### src/rtl/excp_pkg.sv
// Shared types and constants for the exception/ERET flush sequencer.
package excp_pkg;

  // Sequencer states: waiting, holding the pipeline flushed, issuing the PC load.
  typedef enum logic [1:0] {
    IDLE     = 2'd0,
    FLUSH    = 2'd1,
    REDIRECT = 2'd2
  } state_t;

  // Flush masks ordered {MEM, EXE, DEC, IF}: squash the faulting stage and everything younger.
  localparam logic [3:0] FLUSH_MASK_MEM  = 4'b1111;
  localparam logic [3:0] FLUSH_MASK_EXE  = 4'b0111;
  localparam logic [3:0] FLUSH_MASK_DEC  = 4'b0011;
  localparam logic [3:0] FLUSH_MASK_NONE = 4'b0000;
  localparam logic [3:0] FLUSH_MASK_IF   = 4'b0001;

  // Width of the dropped-exception counter.
  localparam int DROP_CNT_W = 16;

endpackage

### src/rtl/excp_prio_enc.sv
// Oldest-wins priority encoder: MEM beats EXE beats DEC. Produces the one-hot
// qualified stage vector {MEM,EXE,DEC} and the matching flush mask.
module excp_prio_enc
  import excp_pkg::*;
(
  input  logic       dec_raw,
  input  logic       exe_raw,
  input  logic       mem_raw,
  input  logic       en,
  output logic [2:0] stage_excp,
  output logic [3:0] flush_mask
);

  // Nothing is qualified unless the sequencer is able to accept an exception.
  always_comb begin
    stage_excp = 3'b000;
    flush_mask = FLUSH_MASK_NONE;
    if (en) begin
      if (mem_raw) begin
        stage_excp = 3'b100;
        flush_mask = FLUSH_MASK_MEM;
      end else if (exe_raw) begin
        stage_excp = 3'b010;
        flush_mask = FLUSH_MASK_EXE;
      end else if (dec_raw) begin
        stage_excp = 3'b001;
        flush_mask = FLUSH_MASK_DEC;
      end
    end
  end

endmodule

### src/rtl/ffd.sv
// Generic D flop bank with synchronous active-high reset to zero and load enable.
module ffd #(
  parameter int W = 1
) (
  input  logic         clk,
  input  logic         reset,
  input  logic         en,
  input  logic [W-1:0] d,
  output logic [W-1:0] q
);

  // Reset wins; otherwise load d only when enabled.
  always_ff @(posedge clk) begin
    if (reset) begin
      q <= '0;
    end else if (en) begin
      q <= d;
    end
  end

endmodule

### src/rtl/excp_flush_ctrl.sv
// Exception/ERET sequencer feeding cp0: qualifies stage exceptions, flushes the
// pipeline for FLUSH_CYCLES cycles, then redirects the PC to the handler or EPC.
// Optional build macro EXCP_DROP_CNT_EN enables the saturating DROP_CNT counter;
// without it DROP_CNT reads zero.
module excp_flush_ctrl
  import excp_pkg::*;
#(
  parameter int FLUSH_CYCLES = 2,
  parameter int ADDR_W       = 32
) (
  input  logic                  CLK,
  input  logic                  RESET,
  input  logic                  DEC_EXCP_RAW,
  input  logic                  EXE_EXCP_RAW,
  input  logic                  MEM_EXCP_RAW,
  input  logic                  ERET,
  input  logic [ADDR_W-1:0]     EPC,
  input  logic [ADDR_W-1:0]     EXCP_VECTOR,
  output logic                  DEC_STAGE_EXCP,
  output logic                  EXE_STAGE_EXCP,
  output logic                  MEM_STAGE_EXCP,
  output logic                  FLUSH_IF,
  output logic                  FLUSH_DEC,
  output logic                  FLUSH_EXE,
  output logic                  FLUSH_MEM,
  output logic                  PC_STALL,
  output logic                  PC_REDIRECT,
  output logic [ADDR_W-1:0]     PC_TARGET,
  output logic                  EXL,
  output logic [DROP_CNT_W-1:0] DROP_CNT
);

  localparam logic [3:0] FLUSH_LOAD = 4'(FLUSH_CYCLES);

  logic [1:0]        state_q;
  logic [1:0]        state_d;
  state_t            state;
  logic [3:0]        cnt_q;
  logic [3:0]        cnt_d;
  logic              exl_q;
  logic              exl_d;
  logic              eret_q;
  logic              eret_d;
  logic [ADDR_W-1:0] target_q;
  logic [ADDR_W-1:0] target_d;
  logic              any_raw;
  logic              is_idle;
  logic              excp_ok;
  logic              eret_ok;
  logic [2:0]        stage_excp;
  logic [3:0]        prio_mask;
  logic [3:0]        flush;
  logic              stall;
  logic              redirect;

  assign state   = state_t'(state_q);
  assign any_raw = DEC_EXCP_RAW | EXE_EXCP_RAW | MEM_EXCP_RAW;
  assign is_idle = (state == IDLE);
  assign excp_ok = is_idle & ~exl_q & any_raw;
  // With EXL set any raw exception is masked, so a coincident ERET still goes through.
  assign eret_ok = is_idle & exl_q & ERET;

  excp_prio_enc u_prio (
    .dec_raw    (DEC_EXCP_RAW),
    .exe_raw    (EXE_EXCP_RAW),
    .mem_raw    (MEM_EXCP_RAW),
    .en         (excp_ok),
    .stage_excp (stage_excp),
    .flush_mask (prio_mask)
  );

  // Next-state and output decode for the accept / flush / redirect sequence.
  always_comb begin
    state_d  = state_q;
    cnt_d    = cnt_q;
    exl_d    = exl_q;
    eret_d   = eret_q;
    target_d = target_q;
    flush    = FLUSH_MASK_NONE;
    stall    = 1'b0;
    redirect = 1'b0;
    case (state)
      IDLE: begin
        if (excp_ok) begin
          flush    = prio_mask;
          state_d  = FLUSH;
          cnt_d    = FLUSH_LOAD;
          exl_d    = 1'b1;
          eret_d   = 1'b0;
          target_d = EXCP_VECTOR;
        end else if (eret_ok) begin
          flush    = FLUSH_MASK_MEM;
          state_d  = FLUSH;
          cnt_d    = FLUSH_LOAD;
          eret_d   = 1'b1;
          target_d = EPC;
        end
      end
      FLUSH: begin
        flush = FLUSH_MASK_MEM;
        stall = 1'b1;
        cnt_d = cnt_q - 4'd1;
        if (cnt_q == 4'd1) begin
          state_d = REDIRECT;
        end
      end
      REDIRECT: begin
        flush    = FLUSH_MASK_IF;
        redirect = 1'b1;
        state_d  = IDLE;
        if (eret_q) begin
          exl_d = 1'b0;
        end
      end
      default: begin
        state_d = IDLE;
      end
    endcase
  end

  ffd #(.W(2))      u_state  (.clk(CLK), .reset(RESET), .en(1'b1), .d(state_d),  .q(state_q));
  ffd #(.W(4))      u_cnt    (.clk(CLK), .reset(RESET), .en(1'b1), .d(cnt_d),    .q(cnt_q));
  ffd #(.W(1))      u_exl    (.clk(CLK), .reset(RESET), .en(1'b1), .d(exl_d),    .q(exl_q));
  ffd #(.W(1))      u_eret   (.clk(CLK), .reset(RESET), .en(1'b1), .d(eret_d),   .q(eret_q));
  ffd #(.W(ADDR_W)) u_target (.clk(CLK), .reset(RESET), .en(1'b1), .d(target_d), .q(target_q));

  assign {MEM_STAGE_EXCP, EXE_STAGE_EXCP, DEC_STAGE_EXCP} = stage_excp;
  assign {FLUSH_MEM, FLUSH_EXE, FLUSH_DEC, FLUSH_IF}       = flush;
  assign PC_STALL    = stall;
  assign PC_REDIRECT = redirect;
  assign PC_TARGET   = target_q;
  assign EXL         = exl_q;

`ifdef EXCP_DROP_CNT_EN
  logic [DROP_CNT_W-1:0] drop_q;
  logic [DROP_CNT_W-1:0] drop_d;
  logic                  drop_inc;

  // Count every cycle a raw request is present but not accepted; stick at all-ones.
  assign drop_inc = any_raw & ~excp_ok & (drop_q != {DROP_CNT_W{1'b1}});
  assign drop_d   = drop_q + 1'b1;

  ffd #(.W(DROP_CNT_W)) u_drop (.clk(CLK), .reset(RESET), .en(drop_inc), .d(drop_d), .q(drop_q));

  assign DROP_CNT = drop_q;
`else
  assign DROP_CNT = '0;
`endif

endmodule

### config.mk
export PLATFORM = sky130hd
export DESIGN_NAME = excp_flush_ctrl
export DESIGN_NICKNAME = d
export VERILOG_FILES = /design/src/rtl/excp_pkg.sv /design/src/rtl/excp_prio_enc.sv /design/src/rtl/ffd.sv /design/src/rtl/excp_flush_ctrl.sv
export SDC_FILE = /design/constraint.sdc
export NUM_CORES = 1
export LEC_CHECK = 0
export BUFFER_PORTS_ARGS = -buffer_cell sky130_fd_sc_hd__buf_4
export CORE_ASPECT_RATIO = 1.2
export CORE_UTILIZATION = 30
export DETAILED_ROUTE_END_ITERATION = 8
export SYNTH_ARGS = -nofsm -noshare
export SYNTH_HDL_FRONTEND = slang
export SYNTH_SLANG_ARGS = --single-unit
### constraint.sdc
create_clock -name CLK -period 2.4 [get_ports CLK]
set_clock_uncertainty 0.1 [all_clocks]
set_input_delay 0.24 -clock CLK [delete_from_list [all_inputs] [get_ports CLK]]
set_output_delay 0.24 -clock CLK [all_outputs]
set_load 0.005 [all_outputs]
After elaboration in Yosys (flattened, before gate mapping)
Cells that the tools add are included.

Bits in registers: 40. Bits of input ports: 70. Output and inout bits: 58.

Add/subtract/negate cells: 1. Equal/unequal tests: 7. Muxes and demuxes: 26. Bitwise logic cells: 7. Reduce and logical (&&, ||, !) cells: 8.

Operators with widths (count): 32-bit two-way mux (2); 4-bit two-way mux (6); 4-bit one-hot mux with 3 select lines (1); 3-bit two-way mux (3); 2-bit two-way mux (4); 4-bit one-hot mux with 2 select lines (1); 1-bit two-way mux (7); 2-bit AND reduction (3); 2-bit nonzero test (3); 1-bit AND (4); 4-bit by 1-bit equality test with 1-bit output (second input constant) (1); 2-bit by 1-bit != test with 1-bit output (second input constant) (2); 2-bit one-hot mux with 2 select lines (1); 4-bit by 1-bit subtractor with 4-bit output (second input constant) (1); 3-bit by 1-bit != test with 1-bit output (second input constant) (1); 3-bit AND reduction (1); 2-bit by 1-bit equality test with 1-bit output (second input constant) (1); 2-bit equality test (second input constant) (1); 2-bit logical NOT (1); 2-bit != test (second input constant) (1); 1-bit bitwise OR (2); 1-bit one-hot mux with 2 select lines (1); 1-bit inverter (1).

Depth between registers and ports, before layout
Word-level depth: 6. Mapped depth: 8.

Cells and area by module
Synthesis repeated with hierarchy kept, for this count alone.

Cells, all modules: 273. Area, all modules: 2551.2 um2.

Modules (own cells, without submodules): ffd at u_target (times used 1, cells an instance 103, area an instance 1163.6 um2); excp_flush_ctrl (times used 1, cells an instance 138, area an instance 1051.0 um2); ffd at u_cnt (times used 1, cells an instance 13, area an instance 140.1 um2); ffd at u_eret ... (times used 2, cells an instance 3, area an instance 33.8 um2); ffd at u_state (times used 1, cells an instance 6, area an instance 67.6 um2); excp_prio_enc (times used 1, cells an instance 7, area an instance 61.3 um2).

Worst setup path after synthesis
No wires, ideal clock.

Path type: register to register. Start point: register u_state.q[0]. End point: register u_target.q[10]. Setup time: 91 ps. Arrival time: 1702 ps. Required time: 2209 ps. Setup slack: 507 ps. Cell stages (with the launch flop): 8. Period minus slack after synthesis: 1893 ps. Path through: dfxtp_1 -> inv_1 -> ha_1 -> buf_2 -> nand3_1 -> clkbuf_1 -> nand2_1 -> a311oi_1.

Longest elaborated chain between the ends: 5. Elaborated cells between the ends (all ways): 8. Classes of those cells: mux (1); bitwise (4); reduce/logical (3).

Ends and longest elaborated chain: start, declared (RTL line ffd.sv:9) `output logic [W-1:0] q`; start signal, assigned (RTL line ffd.sv:15) `q <= '0;`; start signal, assigned (RTL line ffd.sv:17) `q <= d;`; 2-bit logical NOT (*) (RTL line excp_flush_ctrl.sv:58, excp_flush_ctrl.sv:82); 1-bit AND, on equally long branches (2 in a row) (RTL line excp_flush_ctrl.sv:59, excp_flush_ctrl.sv:61); 2-bit nonzero test (no line); 2-bit AND reduction (no line); end signal, assigned (RTL line ffd.sv:15); end signal, assigned (RTL line ffd.sv:17); end, declared (RTL line ffd.sv:9).

Mark *: on every way between the ends. The rest lies on a longest branch, timed or not. A chain may end at the register's enable or synchronous reset.

Worst setup path in the final report
Start point: register u_state.q[0]. End point: output port FLUSH_EXE.

Longest elaborated chain between the ends: 6. Elaborated cells between the ends (all ways): 10. Classes of those cells: eq/ne (2); mux (3); bitwise (4); reduce/logical (1).

Ends and longest elaborated chain: 2-bit logical NOT (RTL line excp_flush_ctrl.sv:58, excp_flush_ctrl.sv:82); 1-bit AND (2 in a row) (RTL line excp_flush_ctrl.sv:61) `assign eret_ok = is_idle & exl_q & ERET;`; 4-bit two-way mux (RTL line excp_flush_ctrl.sv:91) `end else if (eret_ok) begin`; 4-bit two-way mux (RTL line excp_flush_ctrl.sv:84) `if (excp_ok) begin`; 4-bit one-hot mux with 3 select lines (*) (RTL line excp_flush_ctrl.sv:82) `case (state)`; end, declared (RTL line excp_flush_ctrl.sv:24) `output logic FLUSH_EXE,`.

Marks and branches as above.

==> impl_metrics.yaml <==
outcome:
  status: "complete, no violations"
grt:
  grt_pass1_wl_um: 9360
  grt_antenna_before_repair: 0
  grt_pass1_vias: 2019
  overflow: 0
  grt_max_degree: 39
  grt_use_total_pct: 16.3
worst_setup_path:
  critPathSlowestCell: "dfxtp_1"
  setup.worst_path.start: "u_state.q[0]"
  ff2ff_path_depth: 6
  cpPeakStageDelay_ns: 0.38
  end_kind: "output pin"
  cp.depth: 6
  worstSetupPathType: "register to output pin"
  crit_chain: "inv_1, ha_2, o311a_4, o21ai_0, a22oi_1, buf_4"
  timing.rr.end: "u_target.q[21]"
  critPathTopFamily: "compound AO/OA/AOI/OAI gates"
  startpoint_type: "register"
  cp.buffers_inverters: 2
  worst_ep_required_time_ns: 2.06
  worst-path-max-fanout: 9
  regToRegStartpoint: "u_state.q[0]"
  reg2reg_slack_ns: 0.43
  endpoint: "FLUSH_EXE"
  cp.arrival_ns: 1.86
worst_hold_path:
  hold_class: "primary input to register"
  hp-start: "EPC[22]"
timing:
  rsz0062_at_grt: "no"
  tns_ns: 0
  min_period_ns: 2.20
  setup_viol: 0
  whs_ns: 0.101
  hold_viol: 0
  setup_ws_ns: 0.196
  slew_viol_final: 0
  fmax_mhz: 454
  fin_crit_sh_pct: 91.8
routing:
  viasPerCell: 4.81
  drcViolationCount: 0
  drt_iter0_markers: 105
  dr.pass1.iters: 4
  wl_per_cell_um: 13.1
  routed_wl_um: 5860
  final_antenna_net_count: 0
  vias: 2158
yosys:
  synth-simple-area-share_pct: 23.0
  async_flop_share_pct: 0
  ys_ff_latch: 40
  synth.area.mux_share_pct: 0.967
  synth_xor_xnor_area_share_pct: 0
  ys_seq_area_share_pct: 38.7
  synthAdderAreaFrac_pct: 4.23
  synth_edf_count: 0
  yosysWarnings: 0
  synth_area_per_cell_um2: 8.02
  synthCells: 258
  synth_compound_area_share_pct: 21.5
  synth_top_family_by_area: "simple AND/OR/NAND/NOR gates"
  syn_area_mm2: 0.00207
  ys_types: 35
  synth_flop_cell: "dfxtp_1"
final_layout:
  area_delta_synth_final_pct: 46.5
  fin_area_mm2: 0.00303
  drive_gt1_share_pct: 36.3
  antenna_cells: 0
  fill_cells: 697
  nNetsFinal: 440
  final_common_cell: "buf_4"
  final_cell_mix: "buf_4 (117), nand2_1 (64), dfxtp_1 (40)"
clock_network:
  clock_tree.buffer_depth: 2
  cts_root_buf: "clkbuf_8"
  cts_sinks: 40
  clk_latency_ns: 0.29
  hold_buffers: 0
  cts.reportedPaths.clkPinSlew_ns: 0.08
  numCtsBuffers: 5
  htree_levels: 2
  cts_setup_buffers: 0
  tritoncts: "done"
pwr:
  worst_ir_drop_vdd_mv: 0.464
  p_leak_nw: 1.39
  p_sw_share_pct: 38.3
  combPwrFrac_pct: 52.9
  total_power_mw: 3.35
  p_seq_share_pct: 33.4
  switching_power_mw: 1.28
  p_per_area_mw_per_mm2: 1100
  pwr-share-clk_pct: 13.7
  p_int_mw: 2.07
run:
  drv_cap: 0
floorplan:
  ios: 128
  initial_core_util_pct: 31.5
  die_x_um: 77.8
  fp.dieH_um: 93.0
  core_mm2: 0.00657
  die-area_mm2: 0.00724
  rows: 32
place:
  pre_cts_slack_ns: 0.292
  gp_congestion: 0.754
  port_buffers: 111
  dpl_cell_area_mm2: 0.00293
  dp_hpwl_um: 4190
[metrics by stage]
step                      utilization [%]  instances
after detailed placement             44.6        441
after global placement               44.6        441
after global routing                 46.2        449
after CTS                            46.0        449
after floorplan                         -        273
final                                46.2        449
[sequential cells by signal, summed over array words and instances (netlist names)]
name	count
u_cnt.q	4
u_eret.q	1
u_exl.q	1
u_state.q	2
u_target.q	32
[synth_stat cells (2+ instances only)]
cell / number / area share, %
a22oi_1: 2 / 0.73
clkbuf_1: 8 / 1.5
a311oi_1: 28 / 12
a31oi_1: 2 / 0.60
dfxtp_1: 40 / 39
nand3_1: 3 / 0.73
nand2_1: 64 / 12
buf_4: 16 / 5.8
mux2i_1: 2 / 0.97
o21ai_0: 2 / 0.48
nor2b_1: 2 / 0.60
and3_1: 2 / 0.60
nor2_1: 36 / 6.5
a222oi_1: 4 / 1.9
buf_2: 10 / 2.4
ha_1: 7 / 4.2
inv_1: 10 / 1.8
nor3_1: 2 / 0.48
a21oi_1: 2 / 0.48
[kinds of logic after synthesis]
logic type,count (synthesis)
muxes,2
other,1
and+or+nand+nor,115
buffers and inverters,44
DFF,40
AOI/OAI and AO/OA,49
adders and majority gates,7
[final cells by class]
| cell class | count | area [um^2] | share of cell area (%) |
|---|---|---|---|
| inverter | 10 | 37.5 | 1.24 |
| sequential | 40 | 801 | 26.4 |
| tap | 85 | 106 | 3.51 |
| multi-input combinational | 189 | 1120 | 36.9 |
| clock buffer | 8 | 90.1 | 2.97 |
| timing repair buffer | 117 | 878 | 29.0 |
[what timing repair did]
action	CTS	global route
pin swaps	0	0
resized for setup	1	1
endpoints found under the setup margin	2	2
endpoints found under the hold margin	0	0
[routing by layer]
| layer | wire [um] | track usage [%] |
|---|---|---|
| met1 | 2450 | 19.0 |
| met2 | 3030 | 29.6 |
| met3 | 312 | 3.71 |
| met4 | 67 | 4.72 |
| met5 | 0 | 0 |
[worst min path at each step]
| stage | end | slack, ns | depth (start not counted) |
|---|---|---|---|
| 2_1_floorplan | u_target.q[0] | 0.30 | 2 |
| 4_1_cts | u_target.q[26] | 0.1 | 3 |
| 6_report | u_target.q[22] | 0.10 | 3 |
| 3_3_place_gp | u_target.q[11] | 0.37 | 2 |
| 5_1_grt | u_target.q[26] | 0.11 | 3 |
| 3_5_place_dp | u_target.q[25] | 0.37 | 2 |
[tightest hold or removal path: cells and delay by family]
family / cells / cell delay (ns)
buffers and inverters: 1 / 0.08
AOI/OAI and AO/OA: 1 / 0.07
and+or+nand+nor: 1 / 0.07
[power groups by stage]
stage	clock (mW)	combinational, mW	sequential [mW]
2_1_floorplan	0	0.977	1.13
3_3_place_gp	0	1.74	1.13
3_5_place_dp	0	1.77	1.13
4_1_cts	0.483	1.78	1.12
5_1_grt	0.501	1.98	1.16
6_report	0.459	1.77	1.12
No activity file was read; power rests on OpenSTA's default activity.
